`src/rtl/mul_div_unit.sv`:
```
// Iterative RV32M-style multiply/divide unit with a fixed width+1 cycle latency.
// Define MULDIV_DIVIDE_EN to build the divider; without it funct3 4-7 return 0.
module mul_div_unit #(
  parameter int width   = 32,
  parameter int cnt_len = $clog2(width) + 1
) (
  input  logic             clk,
  input  logic             reset,
  input  logic             start,
  input  logic [2:0]       funct3,
  input  logic [width-1:0] rs1,
  input  logic [width-1:0] rs2,
  output logic             busy,
  output logic             done,
  output logic [width-1:0] result
);

  typedef enum logic [1:0] {IDLE, CALC, FINISH} state_t;

  state_t               state_q, state_d;
  logic [cnt_len-1:0]   cnt_q, cnt_d;
  logic [2:0]           op_q, op_d;
  logic [width-1:0]     opnd_q, opnd_d;
  logic [2*width-1:0]   acc_q, acc_d;
  logic                 neg_q, neg_d;
  logic                 done_q, done_d;
  logic [width-1:0]     result_q, result_d;

  logic                 s1, s2;
  logic [width-1:0]     mag1, mag2;
  logic [width:0]       mul_sum;
  logic [2*width-1:0]   prod_fix;

`ifdef MULDIV_DIVIDE_EN
  logic                 rem_neg_q, rem_neg_d;
  logic                 div_zero_q, div_zero_d;
  logic                 ovf_q, ovf_d;
  logic [width:0]       div_shift, div_diff;
  logic                 div_ge;
  logic [width-1:0]     quo_fix, rem_fix;
`endif

  assign s1   = rs1[width-1];
  assign s2   = rs2[width-1];
  assign mag1 = s1 ? -rs1 : rs1;
  assign mag2 = s2 ? -rs2 : rs2;

  // acc holds {partial product, remaining multiplier} or {remainder, dividend/quotient}
  assign mul_sum  = {1'b0, acc_q[2*width-1:width]} +
                    (acc_q[0] ? {1'b0, opnd_q} : {(width+1){1'b0}});
  assign prod_fix = neg_q ? -acc_q : acc_q;

`ifdef MULDIV_DIVIDE_EN
  assign div_shift = {acc_q[2*width-1:width], acc_q[width-1]};
  assign div_ge    = div_shift >= {1'b0, opnd_q};
  assign div_diff  = div_shift - {1'b0, opnd_q};

  // Divide-by-zero remainder needs no override: the magnitude path already yields rs1
  always_comb begin
    quo_fix = neg_q ? -acc_q[width-1:0] : acc_q[width-1:0];
    rem_fix = rem_neg_q ? -acc_q[2*width-1:width] : acc_q[2*width-1:width];
    if (div_zero_q) begin
      quo_fix = {width{1'b1}};
    end else if (ovf_q) begin
      quo_fix = {1'b1, {(width-1){1'b0}}};
      rem_fix = '0;
    end
  end
`endif

  always_comb begin
    state_d  = state_q;
    cnt_d    = cnt_q;
    op_d     = op_q;
    opnd_d   = opnd_q;
    acc_d    = acc_q;
    neg_d    = neg_q;
    done_d   = 1'b0;
    result_d = result_q;
`ifdef MULDIV_DIVIDE_EN
    rem_neg_d  = rem_neg_q;
    div_zero_d = div_zero_q;
    ovf_d      = ovf_q;
`endif
    case (state_q)
      IDLE: begin
        if (start) begin
          op_d    = funct3;
          cnt_d   = '0;
          state_d = CALC;
          neg_d   = 1'b0;
          opnd_d  = rs1;
          acc_d   = {{width{1'b0}}, rs2};
          case (funct3)
            3'd1: begin
              opnd_d = mag1;
              acc_d  = {{width{1'b0}}, mag2};
              neg_d  = s1 ^ s2;
            end
            3'd2: begin
              opnd_d = mag1;
              neg_d  = s1;
            end
            default: ;
          endcase
`ifdef MULDIV_DIVIDE_EN
          if (funct3[2]) begin
            opnd_d     = funct3[0] ? rs2 : mag2;
            acc_d      = {{width{1'b0}}, (funct3[0] ? rs1 : mag1)};
            neg_d      = ~funct3[0] & (s1 ^ s2);
            rem_neg_d  = ~funct3[0] & s1;
            div_zero_d = ~|rs2;
            ovf_d      = ~funct3[0] & (rs1 == {1'b1, {(width-1){1'b0}}}) & (&rs2);
          end
`endif
        end
      end
      CALC: begin
        cnt_d = cnt_q + cnt_len'(1);
        acc_d = {mul_sum, acc_q[width-1:1]};
`ifdef MULDIV_DIVIDE_EN
        if (op_q[2]) begin
          acc_d = div_ge ? {div_diff[width-1:0], acc_q[width-2:0], 1'b1}
                         : {div_shift[width-1:0], acc_q[width-2:0], 1'b0};
        end
`endif
        if (cnt_q == cnt_len'(width - 1)) begin
          state_d = FINISH;
        end
      end
      FINISH: begin
        state_d = IDLE;
        done_d  = 1'b1;
        if (op_q == 3'd0) begin
          result_d = prod_fix[width-1:0];
        end else begin
          result_d = prod_fix[2*width-1:width];
        end
`ifdef MULDIV_DIVIDE_EN
        if (op_q[2]) begin
          result_d = op_q[1] ? rem_fix : quo_fix;
        end
`else
        if (op_q[2]) begin
          result_d = '0;
        end
`endif
      end
      default: state_d = IDLE;
    endcase
  end

  always_ff @(posedge clk or negedge reset) begin
    if (!reset) begin
      state_q  <= IDLE;
      cnt_q    <= '0;
      op_q     <= '0;
      opnd_q   <= '0;
      acc_q    <= '0;
      neg_q    <= 1'b0;
      done_q   <= 1'b0;
      result_q <= '0;
`ifdef MULDIV_DIVIDE_EN
      rem_neg_q  <= 1'b0;
      div_zero_q <= 1'b0;
      ovf_q      <= 1'b0;
`endif
    end else begin
      state_q  <= state_d;
      cnt_q    <= cnt_d;
      op_q     <= op_d;
      opnd_q   <= opnd_d;
      acc_q    <= acc_d;
      neg_q    <= neg_d;
      done_q   <= done_d;
      result_q <= result_d;
`ifdef MULDIV_DIVIDE_EN
      rem_neg_q  <= rem_neg_d;
      div_zero_q <= div_zero_d;
      ovf_q      <= ovf_d;
`endif
    end
  end

  assign busy   = (state_q != IDLE);
  assign done   = done_q;
  assign result = result_q;

endmodule

```
`config.mk`:
```
export PLATFORM = sky130hd
export DESIGN_NAME = mul_div_unit
export DESIGN_NICKNAME = d
export VERILOG_FILES = /design/src/rtl/mul_div_unit.sv
export SDC_FILE = /design/constraint.sdc
export NUM_CORES = 1
export LEC_CHECK = 0
export ABC_AREA = 1
export CAP_MARGIN = 20
export CORE_UTILIZATION = 40
export CTS_CLUSTER_DIAMETER = 60
export DETAILED_ROUTE_END_ITERATION = 8
export GPL_TIMING_DRIVEN = 0
export PLACE_DENSITY = 0.67
export SYNTH_ARGS = -nofsm -noshare
export SYNTH_HDL_FRONTEND = slang
export SYNTH_SLANG_ARGS = --single-unit
export TNS_END_PERCENT = 100
```
`constraint.sdc`:
```
create_clock -name clk -period 4.85 [get_ports clk]
set_clock_uncertainty 0.05 [all_clocks]
set_input_delay 0.485 -clock clk [delete_from_list [all_inputs] [get_ports clk]]
set_output_delay 0.485 -clock clk [all_outputs]
set_load 0.05 [all_outputs]
```
Yosys cells after proc, flatten, opt, wreduce, memory -nomap -nowiden --
Cells that the tools add are included.
Storage, ports and cells: flip-flop bits (word level) 141, bits of input ports 70, output and inout bits 34, word-level logic and storage cells 46
Cells by class: $add $sub $neg 5, reduce and logical (&&, ||, !) cells 8, bitwise logic cells 1, eq/ne operators 7, multiplexer cells 17
Operators with widths (count):
- 2-to-1 mux 32 bit | 7
- 2-to-1 mux 64 bit | 2
- one-hot mux 64 bit (2 select lines) | 1
- negation 32 bit | 2
- negation 64 bit | 1
- adder 32 x 32 -> 33 bit | 1
- one-hot mux 6 bit (2 select lines) | 1
- adder 6 x 1 -> 6 bit, second input constant | 1
- == test 6 x 5 -> 1 bit, second input constant | 1
- 2-to-1 mux 6 bit | 1
- AND reduction 2 bit | 3
- 2-to-1 mux 2 bit | 2
- != test 2 bit, second input constant | 2
- one-hot mux 2 bit (2 select lines) | 1
- nonzero test 2 bit | 2
- == test 3 x 1 -> 1 bit, second input constant | 1
- == test 3 x 2 -> 1 bit, second input constant | 1
- logical NOT 3 bit | 1
- == test 2 x 1 -> 1 bit, second input constant | 1
- == test 2 bit, second input constant | 1
- logical NOT 2 bit | 1
- one-hot mux 1 bit (2 select lines) | 1
- OR reduction 2 bit | 1
- 2-to-1 mux 1 bit | 1
- XOR 1 bit | 1

Depth between registers and ports, before layout --
word-level depth 5, gate-level depth with buffers 17, mapped depth without buffers 15

Worst setup path before layout --
OpenSTA, ideal clock, no wires.
path kind flip-flop to flip-flop, from register acc_q[0], to register acc_q[61], stages on the path, launching flop included 18, period minus slack after synthesis 2.409 ns, path slack 2.441 ns, path buffers 2, data required time 4.682 ns, arrival 2.241 ns, setup time 0.118 ns, path through dfrtp_1 buf_6 clkbuf_1 nand2_1 inv_1 ha_1 inv_1 fa_1 o21ai_2 nand2_1 nand2_1 nand3_1 nand2_1 nand2_1 nand2_1 nand2_1 nand3_1 nand2_1
Between the ends: longest elaborated chain between the ends 3
Ends and longest elaborated chain:
- from (decl) | line 24 | logic [2*width-1:0] acc_q, acc_d;
- from (signal assigned) | line 159 | acc_q <= '0;
- from (signal assigned) | line 173 | acc_q <= acc_d;
- 2-to-1 mux 32 bit | line 50 | (acc_q[0] ? {1'b0, opnd_q} : {(width+1){1'b0}});
- adder 32 x 32 -> 33 bit | line 49 | assign mul_sum = {1'b0, acc_q[2*width-1:width]} +
- one-hot mux 64 bit (2 select lines) | line 85 | case (state_q)
No other way between the ends. A chain may end at the register's enable or synchronous reset.

Worst setup path after layout --
Same ends and word-level chain as after synthesis.

==> impl_metrics.csv <==
group,metric,value,unit
worst_setup_path,cp_data_arrival_time,3.55,ns
synth,ys.flop_type,"dfrtp_1",
synth,avgSynthCellArea,6.24,um2
sta,fin_setup_tns,0,ns
drt,drcViolationCount,0,
synth,syn_area,11900,um2
layout,layout_common_cells,"604 x nand2_1, 231 x nor2_1, 198 x inv_1",
floorplan,core_area,28900,um2
clock_network,cts_hold_buf,0,
layout,finalNetCount,2130,
clock_network,root_buffer,"clkbuf_16",
layout,diodes,0,
drt,avgRoutedWirePerCell,18.9,um
synth,synth-async-reset-ratio,1.00,
worst_setup_path,cp-start-kind,"flop",
sta,max_freq,306,MHz
worst_setup_path,worst-r2r-setup-slack,1.58,ns
power_and_ir_drop,p_int,4.24,mW
global_route,grtUsageMet3,0.0525,
synth,synth_cell_types,55,
worst_setup_path,cp_max_fo,10,
floorplan,fp.dieW,174,um
sta,whs,0.0217,ns
power_and_ir_drop,power_frac_seq,0.261,
place,port_buffers,103,
place,routabilityCongestion,0.999,
floorplan,io_pins,104,
synth,ys.warnings.count,0,
synth,ys_ff_latch,141,
sta,rsz0062_at_grt,"no",
power_and_ir_drop,ir_drop,0.269,mV
floorplan,row_count,62,
global_route,busiest_layer,"met2",
layout,final_common_cell,"nand2_1",
power_and_ir_drop,switching_share,0.549,
layout,drive_gt1_frac,0.0501,
global_route,grt-ovfl-total,0,
job,cap_violations,0,
power_and_ir_drop,p_total,9.40,mW
drt,drtAntennaViolNets,0,
sta,finalHoldViolCount,0,
layout,regArea,3530,um2
power_and_ir_drop,clkPwrFrac,0.144,
worst_setup_path,critPathRequiredTime,5.13,ns
layout,multiInputGateArea,7300,um2
drt,dr.pass1.iters,5,
clock_network,clkSinkCount,141,
sta,fin_crit_sh,0.674,
worst_setup_path,r2r-end,"acc_q[61]",
drt,routed-via-count,13181,
floorplan,start_util,0.410,
clock_network,numCtsBuffers,17,
place,hpwl,36900,um
clock_network,htree_levels,4,
place,dp_cells,2388,
floorplan,fp.dieArea,30400,um2
drt,finalWirelength,45600,um
layout,post-route-util,0.484,
place,dp_slack,1.63,ns
status,status,"completed",
global_route,grt_usage,0.306,
clock_network,clkLatencyLatePin,0.44,ns
drt,drtIter0Drc,1297,
power_and_ir_drop,power.switching,5.16,mW
power_and_ir_drop,p_per_area,672,nW/um2
power_and_ir_drop,power_leakage,6.79,nW
worst_setup_path,reg2reg_depth,17,
power_and_ir_drop,combPwrFrac,0.595,
worst_setup_path,crit_path_end_kind,"flop",
sta,postLayoutSetupSlackWorst,1.58,ns
worst_setup_path,criticalPathCategory,"reg -> reg",
sta,max_slew_margin,0.438,
synth,syn_nets,2007,
global_route,grt_pass1_wl,70400,um
sta,fin_crit,3.27,ns
layout,area_growth,17.9,%
global_route,use_met1,0.449,
layout,final.fill_count,3024,
floorplan,dieHeight,174,um
synth,synthCells,1900,
sta,worst_pin_slew,0.843,ns
clock_network,post_cts_resized,0,
synth,synth_edf_count,0,
clock_network,cts_tree,"built",
layout,final_cell_area,14000,um2
sta,final_max_slew_viol_count,0,
worst_setup_path,r2r_start,"acc_q[0]",
global_route,antenna_found_initial,0,
drt,routed_via_density,5.45,
global_route,grt_max_degree,74,
place,place_area,13400,um2
global_route,grt_pass1_vias,12012,
clock_network,clk_pin_slew_worst_paths,0.07,ns
synth,seq_area_frac_synth,0.297,
hold_path,hold_class,"in -> async",
clock_network,post_cts_buffers,0,
global_route,met2_usage,0.459,
clock_network,clk_path_buf_depth,2,
layout,layout.cells.non_filler,2420,
sta,setup_viol,0,
metal layers:
metal  up-vias  wire length (um)  part of all wire
met1      6144             21800              0.48
li1       6471                 -                 -
met3        54              3530             0.077
met4         0               922             0.020
met5         -                 0                 0
met2       512             19400              0.42
Yosys cell counts (3+ instances only):
| cell | count | share of area |
|---|---|---|
| nand3_1 | 176 | 0.074 |
| a22oi_1 | 25 | 0.016 |
| nor2_2 | 7 | 0.0037 |
| nor2_1 | 231 | 0.073 |
| nand2_1 | 604 | 0.19 |
| nor4_1 | 4 | 0.0021 |
| and2_1 | 5 | 0.0026 |
| o221ai_1 | 3 | 0.0022 |
| dfrtp_1 | 141 | 0.30 |
| nor2_4 | 5 | 0.0047 |
| o21ai_1 | 5 | 0.0021 |
| o21a_1 | 6 | 0.0038 |
| o21ai_0 | 136 | 0.057 |
| buf_6 | 3 | 0.0028 |
| a21oi_1 | 80 | 0.034 |
| clkinv_1 | 3 | 0.00095 |
| inv_1 | 198 | 0.063 |
| clkbuf_1 | 27 | 0.0085 |
| nand3b_1 | 13 | 0.0082 |
| o21ai_2 | 5 | 0.0037 |
| o211ai_1 | 3 | 0.0019 |
| nor3_1 | 21 | 0.0089 |
| xor2_1 | 27 | 0.020 |
| xnor2_1 | 6 | 0.0044 |
| nand4_1 | 35 | 0.018 |
| o31ai_1 | 4 | 0.0025 |
| a21o_1 | 3 | 0.0019 |
| inv_2 | 3 | 0.00095 |
| o22ai_1 | 13 | 0.0069 |
| buf_2 | 18 | 0.0076 |
| buf_1 | 5 | 0.0016 |
| nand2_2 | 15 | 0.0079 |
| ha_1 | 36 | 0.038 |
| a31oi_1 | 10 | 0.0053 |
area by class of cell:
type,count,area share
multi-input combinational,1499,0.522
inverter,204,0.0547
tap,384,0.0343
clock buffer,18,0.0307
buffer,56,0.0195
timing repair buffer,104,0.0757
sequential,141,0.252
clock inverter,14,0.0112
worst max-delay path, stage by stage (launching register included):
cell and delay [ns]:
dfrtp_1 0.34, buf_6 0.13, clkbuf_1 0.41, nand2_1 0.10, inv_1 0.07, ha_1 0.20
inv_1 0.10, fa_1 0.48, o21ai_2 0.34, nand2_1 0.09, nand2_1 0.18, nand3_1 0.10
nand2_1 0.19, nand2_1 0.14, nand2_1 0.09, nand2_1 0.05, nand3_1 0.06, nand2_1 0.06
kinds of logic (layout without fill, tap and decap cells):
family	count (synthesis)	in the layout	synth area share
AOI/OAI and AO/OA	299	299	0.142
xor gates and xnor gates	33	33	0.0244
adders and majority gates	37	37	0.0396
buffers and inverters	260	396	0.0875
DFF	141	141	0.297
and+or+nand+nor	1130	1130	0.409
flip-flops by register name (all words and copies together) (netlist names):
name / cells
acc_q: 64
done: 1
neg_q: 1
opnd_q: 32
op_q: 3
cnt_q: 6
result: 32
state_q: 2
worst max path at each step:
stage,from,to,slack (ns),depth (start not counted)
2_1_floorplan,acc_q[0],acc_q[61],2.44,17
3_3_place_gp,reset,acc_q[16],-2.51,1
3_5_place_dp,acc_q[0],acc_q[61],1.63,17
4_1_cts,acc_q[0],acc_q[61],1.64,17
5_1_grt,acc_q[0],acc_q[61],1.36,17
6_report,acc_q[0],acc_q[61],1.58,17
power by group through the flow:
stage / registers, mW / logic [mW] / clock network (mW)
2_1_floorplan: 2.47 / 3.50 / 0
3_3_place_gp: 2.42 / 5.43 / 0
3_5_place_dp: 2.44 / 5.47 / 0
4_1_cts: 2.42 / 5.49 / 1.37
5_1_grt: 2.51 / 6.18 / 1.42
6_report: 2.45 / 5.60 / 1.35
Power figures use the tool's default switching activity.
==> patch, RTL diff (same settings) <==
Build with the macro `MULDIV_DIVIDE_EN` defined.
--- a/src/rtl/mul_div_unit.sv
+++ b/src/rtl/mul_div_unit.sv
@@ -2,2 +2,4 @@
 // Define MULDIV_DIVIDE_EN to build the divider; without it funct3 4-7 return 0.
+`define MULDIV_DIVIDE_EN
+
 module mul_div_unit #(
Function: no difference found for any inputs over 10 cycles, from zero or initial values and one cycle with reset low; that may be too few to reach the edited logic, so the function may still have changed.
==> patch against the unedited design <==
Sequential cell count increased by 3. Utilization decreased by 2.6 points. Via count increased by 92%. Worst setup slack got worse by 0.11 ns. Final area increased by 57%. Critical path depth increased by 2. Routed wire length increased by 110%. Synthesized area increased by 64%. Highest routed layer unchanged.
Power is left out: it rests on default switching activity, and per cell area and clock period it moved more than threefold.
==> patch: results (changes against the unedited design) <==
Yosys
  • Post-Synth XOR/XNOR Area: 0.0265 (+0.00213)
  • Post-Syn Instances: 3534 (+86%)
  • Netlist cell types: 56 (+1.8%)
  • Adder-Cell Fraction of Synth Area: 0.0470 (+0.00731)
  • Complex-gate fraction of the synthesized area: 0.183 (+0.0410)
  • Syn_nets: 3676 (+83%)
  • Register area share after synthesis: 0.185 (-0.113)
  • Area contributors post-synth: nand2_1, dfrtp_1, nand3_1

Placement
  • GPL Wtd Cong: 1.13 (+13%)
  • IO buf count: 100 (-2.9%)
  • Post-DP HPWL: 78100 µm (+110%)
  • # placed instances: 4250 (+78%)

Clocking
  • Worst-path clk slew: 0.07 ns (about the same)
  • CTS Hold Buffers Added: 1 (+1)
  • H-tree depth: 4 (unchanged)
  • Clk_lat worst skew: 0.49 ns (+0.05 ns)
  • Post-CTS sizing: 0 (unchanged)

Drt
  • Wirelength, routed: 96500 µm (+110%)
  • Detailed Route Iter0 Violations: 3453 (+170%)
  • Per-cell routed wire length: 22.5 µm (+19%)
  • WL met1: 39000 µm (+79%)
  • Wire length on met2: 39600 µm (+100%)
  • Met3 wire len: 12000 µm (+240%)

Timing
  • Worst rel slew slack: 0.232 (-0.205)
  • Hold slack: 0.424 ns (+0.403 ns)

Worst setup path
  • Setup slack, reg-to-reg: 1.47 ns (-0.11 ns)
  • Reg2reg end: acc_q[53]$_DFFE_PN0P_
  • R2R depth: 19 (+2)
  • Worst setup path startpoint: acc_q[0]$_DFFE_PN0P_
  • Highest cell delay on the worst timing path: 0.43 ns (-0.05 ns)
  • Critical Path AT: 3.70 ns (+0.15 ns)

Run status
  • Status: finished clean

Finish
  • Fillers: 5347 (+77%)
  • Layout cells sized above 1: 0.0398 (-0.0103)
  • Top reg by flops: acc_q
  • Net total in the final layout: 3797 (+78%)

Global routing
  • Largest net degree at the start of global routing: 88 (+19%)
  • Total track usage: 0.382 (+0.0765)
  • Vias in the first global route: 22600 (+88%)

Worst hold path
  • Hold/Removal Path Class: reg2reg
-- patch: changes by cell type in the layout (fill, tap and decap cells not counted), moves of 43 or more --
cell,change
nand2_1,+563
inv_1,+222
nand3_1,+192
a21oi_1,+174
nor2_1,+99
o21ai_0,+80
clkbuf_1,+62
o211ai_1,+43
-- patch: metal layers --
metal / up-vias / GRT usage
li1: 11700 / -
met1: 11500 / 0.508
met2: 1679 / 0.561
met3: 306 / 0.103
met4: 0 / 0.203
met5: - / 0
-- patch: area by class of cell --
type,instances,area share
repair buffers,102,0.0474
well taps,615,0.0351
inverters,439,0.0753
flip-flops and latches,144,0.164
plain buffers,143,0.0298
multi-input cells,2808,0.621
clock buffers,19,0.0202
diodes,2,0.000228
clock inverters,13,0.00691
-- patch: how the worst min path moves through the flow --
stage,start,to
after floorplan,reset,acc_q[0]$_DFFE_PN0P_
after global placement,result[14]$_DFFE_PN0P_,result[14]$_DFFE_PN0P_
after detailed placement,result[14]$_DFFE_PN0P_,result[14]$_DFFE_PN0P_
after CTS,cnt_q[5]$_DFFE_PN0P_,state_q[1]$_DFFE_PN0P_
after global routing,result[14]$_DFFE_PN0P_,result[14]$_DFFE_PN0P_
final,result[14]$_DFFE_PN0P_,result[14]$_DFFE_PN0P_
-- patch: cell families (layout without fill, tap and decap cells) --
| logic type | Yosys count | after routing |
|---|---|---|
| AO/OA/AOI/OAI | 645 | 645 |
| buffers and inverters | 582 | 716 |
| XOR/XNOR | 59 | 59 |
| adder cells (fa/ha/maj) | 72 | 72 |
| AND/OR/NAND/NOR | 2032 | 2032 |
| other | 0 | 2 |
| flip-flops | 144 | 144 |
-- patch: worst register-to-register path: stages, from the launching register on --
cell and delay (ns):
dfrtp_1 0.34, buf_6 0.17, clkbuf_1 0.38, nand2_1 0.15, inv_1 0.08, ha_1 0.22
inv_1 0.07, fa_1 0.43, o21ai_1 0.35, nand2_1 0.13, nand2_1 0.12, nand2_1 0.10
nand2_1 0.18, nand2_1 0.10, nand3_1 0.08, nand3_1 0.10, nand2_1 0.09, inv_1 0.05
nand2_1 0.06, nand2_1 0.04
-- patch: stage by stage --
stage          instance area (µm²)  utilization  setup WS, ns
2_1_floorplan                19500            -          2.35
3_5_place_dp                 21300        0.444          1.57
4_1_cts                      21900        0.457          1.55
3_3_place_gp                 21300        0.444         -2.87
5_1_grt                      21900        0.457          1.25
6_report                     21900        0.457          1.47
